--- config.mk ---
export PLATFORM = sky130hd
export DESIGN_NAME = change_capture
export DESIGN_NICKNAME = d
export VERILOG_FILES = /design/src/rtl/chgcap_pkg.sv /design/src/rtl/chgcap_fifo.sv /design/src/rtl/change_capture.sv
export SDC_FILE = /design/constraint.sdc
export NUM_CORES = 1
export LEC_CHECK = 0
export CORE_MARGIN = 2
export CORE_UTILIZATION = 55
export CTS_CLUSTER_SIZE = 40
export DETAILED_ROUTE_END_ITERATION = 16
export GPL_ROUTABILITY_DRIVEN = 0
export GPL_TIMING_DRIVEN = 1
export PLACE_DENSITY = 0.75
export SKIP_CTS_REPAIR_TIMING = 1
export SLEW_MARGIN = 20
export SYNTH_ARGS = -nofsm -noshare
export SYNTH_HDL_FRONTEND = slang
export SYNTH_SLANG_ARGS = --single-unit
--- constraint.sdc ---
create_clock -name clk -period 2.9 [get_ports clk]
set_clock_uncertainty 0.2 [all_clocks]
set_input_delay 0.29 -clock clk [delete_from_list [all_inputs] [get_ports clk]]
set_output_delay 0.29 -clock clk [all_outputs]
set_load 0.1 [all_outputs]
--- src/rtl/chgcap_pkg.sv ---
// Shared types and constants for the change_capture value-change recorder.
package chgcap_pkg;

   typedef enum logic {
      IDLE = 1'b0,
      RUN  = 1'b1
   } state_e;

   localparam int DROP_W = 8;

   function automatic int entry_w(input int ts_w, input int width);
      return ts_w + width;
   endfunction

endpackage

--- src/rtl/chgcap_fifo.sv ---
// Synchronous first-word-fall-through FIFO; head reads as zero when empty.
module chgcap_fifo
   import chgcap_pkg::*;
#(
   parameter int DW    = 24,
   parameter int DEPTH = 16
) (
   input  logic                     clk,
   input  logic                     rst_n,
   input  logic                     push,
   input  logic                     pop,
   input  logic                     clear,
   input  logic [DW-1:0]            wdata,
   output logic [DW-1:0]            rdata,
   output logic                     full,
   output logic                     empty,
   output logic [$clog2(DEPTH):0]   level
);

   localparam int AW = $clog2(DEPTH);
   localparam int LW = AW + 1;

   logic [DW-1:0] mem_q [DEPTH];
   logic [AW-1:0] wp_q, rp_q;
   logic [LW-1:0] cnt_q;
   logic          do_push, do_pop;

   assign empty   = (cnt_q == '0);
   assign full    = (cnt_q == LW'(DEPTH));
   assign level   = cnt_q;
   assign do_pop  = pop && !empty;
   // A full FIFO can still take a write when the head leaves on the same edge
   assign do_push = push && (!full || do_pop);
   assign rdata   = empty ? '0 : mem_q[rp_q];

   always_ff @(posedge clk or negedge rst_n) begin
      if (!rst_n) begin
         wp_q  <= '0;
         rp_q  <= '0;
         cnt_q <= '0;
      end else if (clear) begin
         wp_q  <= '0;
         rp_q  <= '0;
         cnt_q <= '0;
      end else begin
         if (do_push) wp_q <= wp_q + AW'(1);
         if (do_pop)  rp_q <= rp_q + AW'(1);
         cnt_q <= cnt_q + LW'(do_push) - LW'(do_pop);
      end
   end

   always_ff @(posedge clk) begin
      if (do_push && !clear) mem_q[wp_q] <= wdata;
   end

endmodule

--- src/rtl/change_capture.sv ---
// Value-change recorder: logs {timestamp, value} on every change of sig_in.
// Optional CHANGE_CAPTURE_MASK_EN adds trig_mask to select triggering bits.
module change_capture
   import chgcap_pkg::*;
#(
   parameter int WIDTH = 8,
   parameter int DEPTH = 16,
   parameter int TS_W  = 16
) (
   input  logic                     clk,
   input  logic                     rst_n,
   input  logic                     en,
   input  logic                     clear,
   input  logic [WIDTH-1:0]         sig_in,
`ifdef CHANGE_CAPTURE_MASK_EN
   input  logic [WIDTH-1:0]         trig_mask,
`endif
   output logic                     out_valid,
   input  logic                     out_ready,
   output logic [WIDTH-1:0]         out_value,
   output logic [TS_W-1:0]          out_time,
   output logic                     overflow,
   output logic [DROP_W-1:0]        drop_cnt,
   output logic [$clog2(DEPTH):0]   level
);

   localparam int EW = entry_w(TS_W, WIDTH);

   state_e             state_q, state_d;
   logic [TS_W-1:0]    ts_q, ts_d;
   logic [WIDTH-1:0]   prev_q, prev_d;
   logic               ovf_q, ovf_d;
   logic [DROP_W-1:0]  drop_q, drop_d;
   logic               push, pop, full, empty, trig;
   logic [TS_W-1:0]    ts_rec;
   logic [EW-1:0]      wdata, rdata;

`ifdef CHANGE_CAPTURE_MASK_EN
   assign trig = |((sig_in ^ prev_q) & trig_mask);
`else
   assign trig = |(sig_in ^ prev_q);
`endif

   always_comb begin
      state_d = state_q;
      ts_d    = ts_q;
      prev_d  = prev_q;
      push    = 1'b0;
      ts_rec  = ts_q;
      case (state_q)
         IDLE: begin
            if (en) begin
               // Initial-value dump always lands at time zero
               push    = 1'b1;
               ts_rec  = '0;
               prev_d  = sig_in;
               ts_d    = TS_W'(1);
               state_d = RUN;
            end
         end
         RUN: begin
            if (en) begin
               push   = trig;
               prev_d = sig_in;
               ts_d   = ts_q + TS_W'(1);
            end else begin
               state_d = IDLE;
            end
         end
         default: state_d = IDLE;
      endcase
   end

   assign pop   = out_valid && out_ready;
   assign wdata = {ts_rec, sig_in};

   always_comb begin
      ovf_d  = ovf_q;
      drop_d = drop_q;
      if (clear) begin
         ovf_d  = 1'b0;
         drop_d = '0;
      end else if (push && full && !pop) begin
         ovf_d = 1'b1;
         if (drop_q != '1) drop_d = drop_q + DROP_W'(1);
      end
   end

   always_ff @(posedge clk or negedge rst_n) begin
      if (!rst_n) begin
         state_q <= IDLE;
         ts_q    <= '0;
         prev_q  <= '0;
         ovf_q   <= 1'b0;
         drop_q  <= '0;
      end else begin
         state_q <= state_d;
         ts_q    <= ts_d;
         prev_q  <= prev_d;
         ovf_q   <= ovf_d;
         drop_q  <= drop_d;
      end
   end

   chgcap_fifo #(
      .DW    (EW),
      .DEPTH (DEPTH)
   ) u_fifo (
      .clk   (clk),
      .rst_n (rst_n),
      .push  (push),
      .pop   (pop),
      .clear (clear),
      .wdata (wdata),
      .rdata (rdata),
      .full  (full),
      .empty (empty),
      .level (level)
   );

   assign out_valid = !empty;
   assign out_value = rdata[WIDTH-1:0];
   assign out_time  = rdata[EW-1 -: TS_W];
   assign overflow  = ovf_q;
   assign drop_cnt  = drop_q;

endmodule

# Word level (Yosys, flattened, before mapping)
# Memory sizes are Yosys's and may differ from the RTL's.
# Cells that the tools add are included.
# word_totals
mem_bits_rw	384
n_memories	1
ff_bits	47
output_inout_bits	39
inputBits	13
word_cells	62
# classes
mux	22
n_eq_ne	4
n_reduce_logical	19
n_addsub	6
n_bitwise	2
# memory_table
name	words	width	rd	rd_clocked_by_memory_dff	write_ports	line	rtl
u_fifo.mem_q	16	24	1	0	1	chgcap_fifo.sv:23	logic [DW-1:0] mem_q [DEPTH];
# op_table
operator	count
$mux 16	4
$mux 8	4
$pmux 16 s2	1
$mux 24	1
$add 16x1->16 const B	1
$mux 4	4
$add 4x1->4 const B	2
$add 8x1->8 const B	1
$ne 8x8->1 const B	1
$reduce_bool 2->1	4
$reduce_or 8->1	1
$xor 8x8->8	1
$logic_and 1x1->1	6
$mux 1	6
$add 5x1->5	1
$eq 5x5->1 const B	1
$logic_not 5->1	1
$mux 5	1
$sub 5x1->5	1
$logic_not 1->1	4
$ne 2x2->1 const B	2
$reduce_and 2->1	2
$pmux 1 s2	1
$logic_or 1x1->1	1
$not 1->1	1

# Logic depth before layout (Yosys ltp)
# depth
word_depth	9
ltp_mapped	15
depth_no_buf	14

# Cells and area by module
# A second synthesis with hierarchy kept.
# hier_totals
hier_cells	889
hier_area_um2	17277.8
# modules_own_cells
module	instances	seq_area_each_um2	area_each_um2	cells_per_inst
chgcap_fifo	1	11856.4	15408.5	699
change_capture	1	850.8	1869.3	190

# Least setup slack after synthesis
# OpenSTA, ideal clock, no wires.
# synth_timing
kind	reg2out
startpoint	reg u_fifo.cnt_q[2] (netlist: u_fifo.level[2])
endpoint	out out_time[10]
path_buffers	1
required_ns	2.410
setup_slack_ns	-1.057
arrival_ns	3.467
path_stages_with_launch	7
cell_sequence	dfrtp_1 -> inv_1 -> ha_1 -> nor4b_1 -> inv_1 -> clkbuf_1 -> and2_1
# synth_via
elab_chain_len	2
# synth_rtl
element	line	rtl
from (decl)	chgcap_fifo.sv:25	logic [LW-1:0] cnt_q;
from (signal assigned)	chgcap_fifo.sv:48	cnt_q <= cnt_q + LW'(do_push) - LW'(do_pop);
$logic_not 5->1	chgcap_fifo.sv:28	assign empty = (cnt_q == '0);
$mux 24	chgcap_fifo.sv:34	assign rdata = empty ? '0 : mem_q[rp_q];
to (decl)	change_capture.sv:21	output logic [TS_W-1:0] out_time,
# No other way between the ends.

# Worst setup path in the final report
# layout_timing
startpoint	reg u_fifo.rp_q[0]
endpoint	out out_value[6]
# layout_via
elab_chain_len	2
# layout_rtl
element	line	rtl
from (decl)	chgcap_fifo.sv:24	logic [AW-1:0] wp_q, rp_q;
from (signal assigned)	chgcap_fifo.sv:47	if (do_pop) rp_q <= rp_q + AW'(1);
$mem_v2 16x24	--	
$mux 24	chgcap_fifo.sv:34	
to (decl)	change_capture.sv:20	output logic [WIDTH-1:0] out_value,
# No other way between the ends.

==> results.md <==
### Synthesis
- edfxtp_1 — most numerous cell in the Yosys netlist
- 384 — number of enable-type register cells in the synthesized netlist
- 431 — #FFs+latches synth
- 20.5 um2 — average footprint of a synthesized cell
- 10.9% — proportion of synthesized flip-flops having asynchronous set or reset
- 73.6% — part of the Yosys area used for sequential elements
- 0 — warning count from the yosys run
- edfxtp_1 — most frequently used flop master after synthesis
- 66.8% — share of the synthesized area in the top cell type
- edfxtp_1, mux4_2, dfrtp_1, and2_1, ha_1 — main area contributors after synthesis
- edfxtp_1 — Yosys top cell by area
- edfxtp_1, mux4_2, dfrtp_1, and2_1, nor2_1 — Post-synth top cells
- 868 — number of nets produced by synthesis
- 841 — Syn Inst Count
- 17300 um2 — cell area after technology mapping
- 43 — Yosys cell types

### Routing
- 27.6 um — drt wl/cell
- 0 — Antenna Violating Nets Remaining
- 0 — post-detailed-route DRC marker count
- 38800 um — final routed wirelength across all metal layers
- 1165 — iteration-0 DRC count of the detailed router
- 6.28 — via-per-instance ratio
- 8831 — via total after detailed routing
- 5 — DR pass1 iterations

### Critical path
- 2.41 ns — required time of the worst setup path
- 8 — CP Max Fanout
- 0.04 ns — flop-to-flop setup slack
- register to output port — type of the worst setup path
- 2.74 ns — arrival time of the worst setup path
- register — nature of the critical path startpoint
- mux4_2 — Slowest-stage cell, CP
- 0.51 ns — stage delay of the slowest cell on the critical path
- buf_12, buf_8, mux4_2, mux4_2, and2_1, buf_12 — crit-path cells
- output port — kind of capture point of the worst setup path

### Clock network
- 0.53 ns — clock insertion delay at the later pin of the skew report
- 0.06 ns — clock transition time at the flip-flop clock pins of the worst setup and hold paths
- 2 — H-tree depth
- clkbuf_16 — master cell of the clock root buffer
- 431 — CTS sink count
- 3 — CTS max path bufs
- 41 — total clock buffers created by CTS
- done — CTS tree

### Final layout
- 1009 — Final Net Count
- 34.2% — share of layout cells above drive strength 1
- 1903 — number of fill cells in the layout
- 20900 um2 — Design Area, Final
- 20.8% — post-synthesis to final-layout area growth
- 0 — ant diodes

### Pwr
- 7.05 nW — leakage dissipation
- 31.9% — share of total power consumed by net switching
- 38.0% — sequential power share
- 0.0185 W — Final Total Pwr
- 27.4% — share of power burned in the clock network
- 0.0126 W — internal power consumption
- 34.6% — part of the power in combinational logic
- 886 nW/um2 — ratio of total power to cell area
- 0.00589 W — P_sw
- 0.876 mV — Max IR drop VDD

### STA
- 27.6% — remaining max-slew budget at the tightest pin
- 0 — number of max-slew violations in the final report
- 0 — Hold Violations, Final
- 3.23 ns — final period demand of the worst path
- 24 — final setup violation count
- 0.106 ns — Worst Hold Margin
- true — RSZ-0062 raised after global routing
- 310 MHz — Highest Clock Rate
- 1.08 ns — Worst Max-Slew Pin Slew
- -0.325 ns — post-layout worst setup margin
- 111% — final worst path period share

### GRT
- 0 — antenna violations before repair
- 8885 — vias in the first global route
- 0 — sum of overflow across all layers after global routing
- 56000 um — wire length of the first global-routing pass
- 23.3% — global routing usage summed across all routing layers
- 35 — maximum number of pins on one net before global-route repair

### Die
- 52 — Ports
- 30700 um2 — area inside the core boundary
- 181 um — floorplan die width
- 181 um — vertical die dimension
- 32800 um2 — Total Die Area
- 64 — num rows
- 56.1% — Starting Density

### Outcome
- negative setup slack — failing checks
- complete, but fails checks — outcome

### Placed design
- 51 — total of buffers placed on input and output ports
- 19200 um2 — Placed Area
- 21000 um — detailed placement HPWL
- -0.109 ns — pre-CTS setup slack

### Flow run
- 0 — maxcap violations

### Worst hold path
- input port to asynchronous set/reset pin — hold crit path type

[path summary, 6_finish.rpt]
kind                                  from              end  cells past startpoint
setup / recovery            u_fifo.rp_q[0]     out_value[6]                      6
hold / removal                       rst_n  u_fifo.level[3]                      2
setup reg to reg           u_fifo.level[2]  u_fifo.level[4]                     15
hold reg to reg                  prev_q[7]        prev_q[7]                      1
max in group asynchronous            rst_n        prev_q[5]                      3
min in group clk                 prev_q[7]        prev_q[7]                      1
[power groups by stage]
stage	logic, W	clock network (W)	registers, W
after detailed placement	0.00572	0	0.00716
after global placement	0.00568	0	0.00716
after CTS	0.00574	0.00512	0.00704
final	0.00639	0.00506	0.00703
after floorplan	0.00379	0	0.00730
after global routing	0.00668	0.00535	0.00704
[per-layer routing]
layer	part of all wire (%)	global-route usage, %	vias up
met5	0	0	-
met4	2.2	6.83	0
met3	7.3	3.99	71
met2	51	38.7	450
met1	39	32.4	4623
li1	-	-	3687
[sequential cells by signal, indices dropped and copies added, names as in the netlist]
register / count
ts_q: 16
state_q: 1
drop_cnt: 8
u_fifo.wp_q: 4
prev_q: 8
u_fifo.mem_q: 384
u_fifo.rp_q: 4
u_fifo.level: 5
overflow: 1
[metrics by stage]
stage	util (%)	instances	TNS [ns]
2_1_floorplan	-	841	-0.0269
3_3_place_gp	62.4	1313	-2.03
3_5_place_dp	62.4	1313	-7.98
4_1_cts	66.5	1385	-8.22
5_1_grt	67.8	1407	-8.16
6_report	67.8	1407	-6.90
[worst max-delay path: cells and delay by family, from the launching register on]
kind,cells,cell delay (ns)
flops,1,0.48
buf+inv,3,0.55
simple gates,1,0.20
mux,2,0.98
[cell families (layout without fill, tap and decap cells)]
group	Yosys count	count (layout)	synth area share, %
xor gates and xnor gates	26	26	1.32
AOI/OAI and AO/OA	24	24	0.783
buffers and inverters	57	227	1.62
muxes	135	135	16.7
DFF	431	431	73.6
and+or+nand+nor	154	154	4.93
adders and majority gates	14	14	1.06
[area by class of cell]
cell class / count / area (um2) / area share [%]
Inverter: 16 / 68.8 / 0.330
Clock buffer: 54 / 1120 / 5.36
Multi-Input combinational cell: 353 / 4390 / 21.1
Tap cell: 396 / 495 / 2.38
Sequential cell: 431 / 12700 / 61.0
Clock inverter: 18 / 138 / 0.660
Timing Repair Buffer: 139 / 1920 / 9.19
[layout by cell type (no fill, tap or decap), drive strengths merged, types with 5 or more instances in the layout]
cell and instances:
clkbuf 59, nor2b 5, clkinv 14, edfxtp 384, xor2 12, nand3 17, nand2 8, xnor2 14
a21oi 11, clkdlybuf4s50 11, buf 122, o21ai 7, inv 16, and3 17, nor2 35, nor3 5
nand2b 5, mux4 120, and2 42, mux2 12, ha 13, dfrtp 47
(Power assumes the default switching activity.)
==> patch 1: new RTL, config.mk and constraints unchanged <==
Take the reset off `ts_q` and load it in a clocked block of its own.
--- a/src/rtl/change_capture.sv
+++ b/src/rtl/change_capture.sv
@@ -90,5 +90,4 @@
       if (!rst_n) begin
          state_q <= IDLE;
-         ts_q    <= '0;
          prev_q  <= '0;
          ovf_q   <= 1'b0;
@@ -96,9 +95,12 @@
       end else begin
          state_q <= state_d;
-         ts_q    <= ts_d;
          prev_q  <= prev_d;
          ovf_q   <= ovf_d;
          drop_q  <= drop_d;
       end
+   end
+
+   always_ff @(posedge clk) begin
+      ts_q <= ts_d;
    end
 
Function: no difference found for any inputs over 4 cycles, from zero or initial values and one cycle with rst_n low; that may be too few to reach the edited logic, so the function may still have changed.
==> patch 1 against the original RTL <==
  * The run ends with negative hold slack, negative setup slack left
  * Largest cell class unchanged
  * Worst setup slack got worse by 23 ps
  * Highest routed layer unchanged
  * Routed wire length shrank 5.6%
  * Area after synthesis grew 0.65%
  * Non-clock buffer count decreased by 9
  * Design area up 0.53%
  * Critical path depth unchanged
  * Fmax fell by 0.70%
  * Sequential cell count did not move
  * Power is 0.92% higher
==> patch 1: results (changes against the original RTL) <==
- Num CTS Buffers: 42 (was 41)
- Multi-input gates: 347 (was 353)
- Syn_nets: 864 (was 868)
- Detailed Place HPWL: 20,720 um (was 21,020 um)
- Post-synthesis xor/xnor area fraction: 1.361% (was 1.320%)
- Total power: 0.01865 W (was 0.01848 W)
- Critical Path Sink: out_value[4] (was out_value[6])
- Largest net degree at the start of global routing: 37 (was 35)
- Final Cell Area: 20,970 um2 (was 20,860 um2)
- Failing checks: negative hold slack, negative setup slack (was negative setup slack)
- Total track usage: 22.06% (was 23.32%)
- Multi-input logic area: 4399 um2 (was 4392 um2)
- CLK BUF: 58 (was 54)
- Non-Filler Instances: 1,401 (was 1,407)
- Non-CTS buffers: 130 (was 139)
- Average cell area after synthesis: 20.75 um2 (was 20.52 um2)
- Cells taking the most area after synthesis: edfxtp_1 69%, mux4_2 15%, dfrtp_1 4.5% (was edfxtp_1 67%, mux4_2 15%, dfrtp_1 6.8%)
- Sequential area share after synthesis: 73.62% (was 73.63%)
- Switch share: 31.30% (was 31.86%)
- Sequential cell area: 12,810 um2 (was 12,730 um2)
- Layout clock area frac: 6.219% (was 6.018%)
- Distinct cells, synth: 41 (was 43)
- Reg2Reg Depth: 14 (was 15)
- Final hold vios: 31 (was 0)
- Hold slack: -38.75 ps (was 105.9 ps)
- Post-Synth Adder-Cell Area: 1.052% (was 1.059%)
- Max VDD drop: 1.023 mV (was 0.8761 mV)
- Worst-path maximum fanout: 4 (was 8)
- Vias: 8,698 (was 8,831)
- Drt first-iter violations: 953 (was 1,165)
- Nets: 995 (was 1,009)
- Placed Instance Area: 19,320 um2 (was 19,180 um2)
- Async SR Flop Fraction: 7.193% (was 10.90%)
- Status: complete, but fails checks (unchanged)
- Setup Viol. Count Final: 24 (unchanged)
- Mux contribution to synthesized area: 16.43% (was 16.66%)
- LEAKAGE: 6.979 nW (was 7.055 nW)
- Final TNS setup: -6615 ps (was -6899 ps)
- Seq. pwr: 0.00710 W (was 0.00703 W)
- Setup slack after layout: -347.8 ps (was -325.0 ps)
- Post-placement setup slack: -207.5 ps (was -109.3 ps)
- Dpl cells: 1,312 (was 1,313)
==> patch 1: how the worst min path moves through the flow <==
| stage | from | to | slack (ps) |
|---|---|---|---|
| 6_report | rst_n | prev_q[0] | -40 |
| 5_1_grt | rst_n | prev_q[0] | 10 |
| 4_1_cts | rst_n | prev_q[0] | -30 |
| 3_5_place_dp | prev_q[0] | prev_q[0] | 300 |
| 3_3_place_gp | prev_q[1] | prev_q[1] | 290 |
| 2_1_floorplan | rst_n | drop_cnt[0] | -210 |
==> patch 1: per-layer routing <==
| layer | track usage (%) | share of wire [%] | vias to the layer above |
|---|---|---|---|
| met3 | 3.169 | 7.0 | 50 |
| met5 | 0 | 0 | - |
| li1 | - | - | 3670 |
| met4 | 5.073 | 1.7 | 0 |
| met1 | 32.33 | 41 | 4593 |
| met2 | 35.98 | 51 | 385 |
==> patch 2: new RTL, same flow settings <==
Made on the original files. `TS_W`: 16 -> 18.
--- a/src/rtl/change_capture.sv
+++ b/src/rtl/change_capture.sv
@@ -6,5 +6,5 @@
    parameter int WIDTH = 8,
    parameter int DEPTH = 16,
-   parameter int TS_W  = 16
+   parameter int TS_W  = 18
 ) (
    input  logic                     clk,
Interface: changed (resized out_time); port bits go from 52 to 54. No check against the original RTL was run, so the function may have changed too.
==> patch 2 against the original RTL <==
  * The run still ends with negative setup slack left
  * Area after synthesis rose by 7.8%
  * Fmax fell by 1.8%
  * Die area rose by 7.6%
  * Worst setup slack got worse by 59 ps
  * Routed wire length rose by 8.6%
  * Design area rose by 7.5%
  * Power rose by 7.6%
  * Sequential cell count rose by 34
==> patch 2: results (changes against the original RTL) <==
- Status: complete, but fails checks (unchanged)
- Failing checks: negative setup slack (unchanged)
- LEAKAGE: 7.483 nW (was 7.055 nW)
- Drt first-iter violations: 1,092 (was 1,165)
- Setup slack after layout: -384.5 ps (was -325.0 ps)
- Ratio of cells with drive above 1 in the final layout: 36.13% (was 34.22%)
- Vias in the first global route: 9,550 (was 8,885)
- R2r setup slk: -100 ps (was 40 ps)
- Clk_lat worst skew: 550 ps (was 530 ps)
- Initial antenna violation count: 1 (was 0)
- Placed Instance Area: 20,560 um2 (was 19,180 um2)
- Max VDD drop: 0.8986 mV (was 0.8761 mV)
- Total track usage: 23.58% (was 23.32%)
- Async SR Flop Fraction: 10.54% (was 10.90%)
- Crit path DAT: 2790 ps (was 2740 ps)
- Largest net degree at the start of global routing: 34 (was 35)
- Sequential area share after synthesis: 73.74% (was 73.63%)
- Nets: 1,063 (was 1,009)
- Port bufs: 53 (was 51)
- Largest registers: u_fifo.mem_q: 416 flops, ts_q: 18 flops (was u_fifo.mem_q: 384 flops, ts_q: 16 flops)
- Hold slack: 166.8 ps (was 105.9 ps)
- Vias/cell: 6.194 (was 6.276)
- Setup Viol. Count Final: 27 (was 24)
- R2r startpoint: u_fifo.level[3] (was u_fifo.level[2])
- Total Wirelength: 42,170 um (was 38,840 um)
- Met2 WL post-DR: 21,660 um (was 19,980 um)
- Reg2Reg Depth: 13 (was 15)
- Syn_nets: 929 (was 868)
-- patch 2: cell count changes after synthesis, sizes merged, moves of 5 or more --
| cell | unedited run | this run |
|---|---|---|
| edfxtp | 384 | 416 |
| mux4 | 120 | 130 |
| nand3 | 17 | 8 |
| nand4 | 4 | 11 |
| nand2 | 8 | 14 |
| nor2 | 35 | 30 |
-- patch 2: area by class of cell --
type | count | area [um2]
Multi-Input combinational cell | 377 | 4757
Timing Repair Buffer | 131 | 1821
Clock buffer | 55 | 1184
Fill cell | 2088 | 11040
Inverter | 16 | 65.06
Clock inverter | 27 | 285.3
Tap cell | 448 | 560.5
Sequential cell | 465 | 13740
Antenna cell | 1 | 2.502
-- patch 2: worst max-delay path by stage --
stage | endpoint | slack [ps] | startpoint
finish | out_value[5] | -380 | u_fifo.rp_q[0]
floorplan | u_fifo.level[4] | -280 | u_fifo.level[2]
global placement | u_fifo.level[4] | -10 | u_fifo.level[2]
global route | out_value[5] | -430 | u_fifo.rp_q[0]
detailed placement | u_fifo.level[4] | -140 | u_fifo.level[2]
CTS | out_time[7] | -420 | u_fifo.rp_q[0]
-- patch 2: logic make-up after synthesis --
kind of cell | synth area share [%]
compound gates | 0.9282
mux | 16.73
fa+ha+maj | 0.9820
buf+inv | 1.513
flops | 73.74
simple gates | 4.876
xor+xnor | 1.224
-- patch 2: per-stage QoR --
step / setup WS, ps / instances / TNS (ps)
floorplan: -276.7 / 902 / -276.7
global route: -428.9 / 1519 / -9972
global placement: -12.13 / 1419 / -12.13
finish: -384.5 / 1520 / -8549
detailed placement: -141.6 / 1419 / -537.8
CTS: -423.3 / 1501 / -9367
-- patch 2: per-layer routing --
metal / vias up / track usage [%]
met5: - / 0
met4: 0 / 7.087
met3: 86 / 3.556
met2: 447 / 38.79
met1: 4955 / 33.32
li1: 3927 / -
-- patch 2: worst max-delay path, stage by stage (launching register included) --
cell and delay, ps:
dfrtp_4 530, buf_12 180, buf_16 150, mux4_2 530
mux4_2 510, and2_4 190, buf_12 160
-- patch 2: where the power goes --
part	internal, W	switching, W	leakage, nW	total, W
clock network	0.00344	0.00242	0.718	0.00586
logic	0.00283	0.00358	2.36	0.00640
registers	0.00745	0.000166	4.41	0.00762
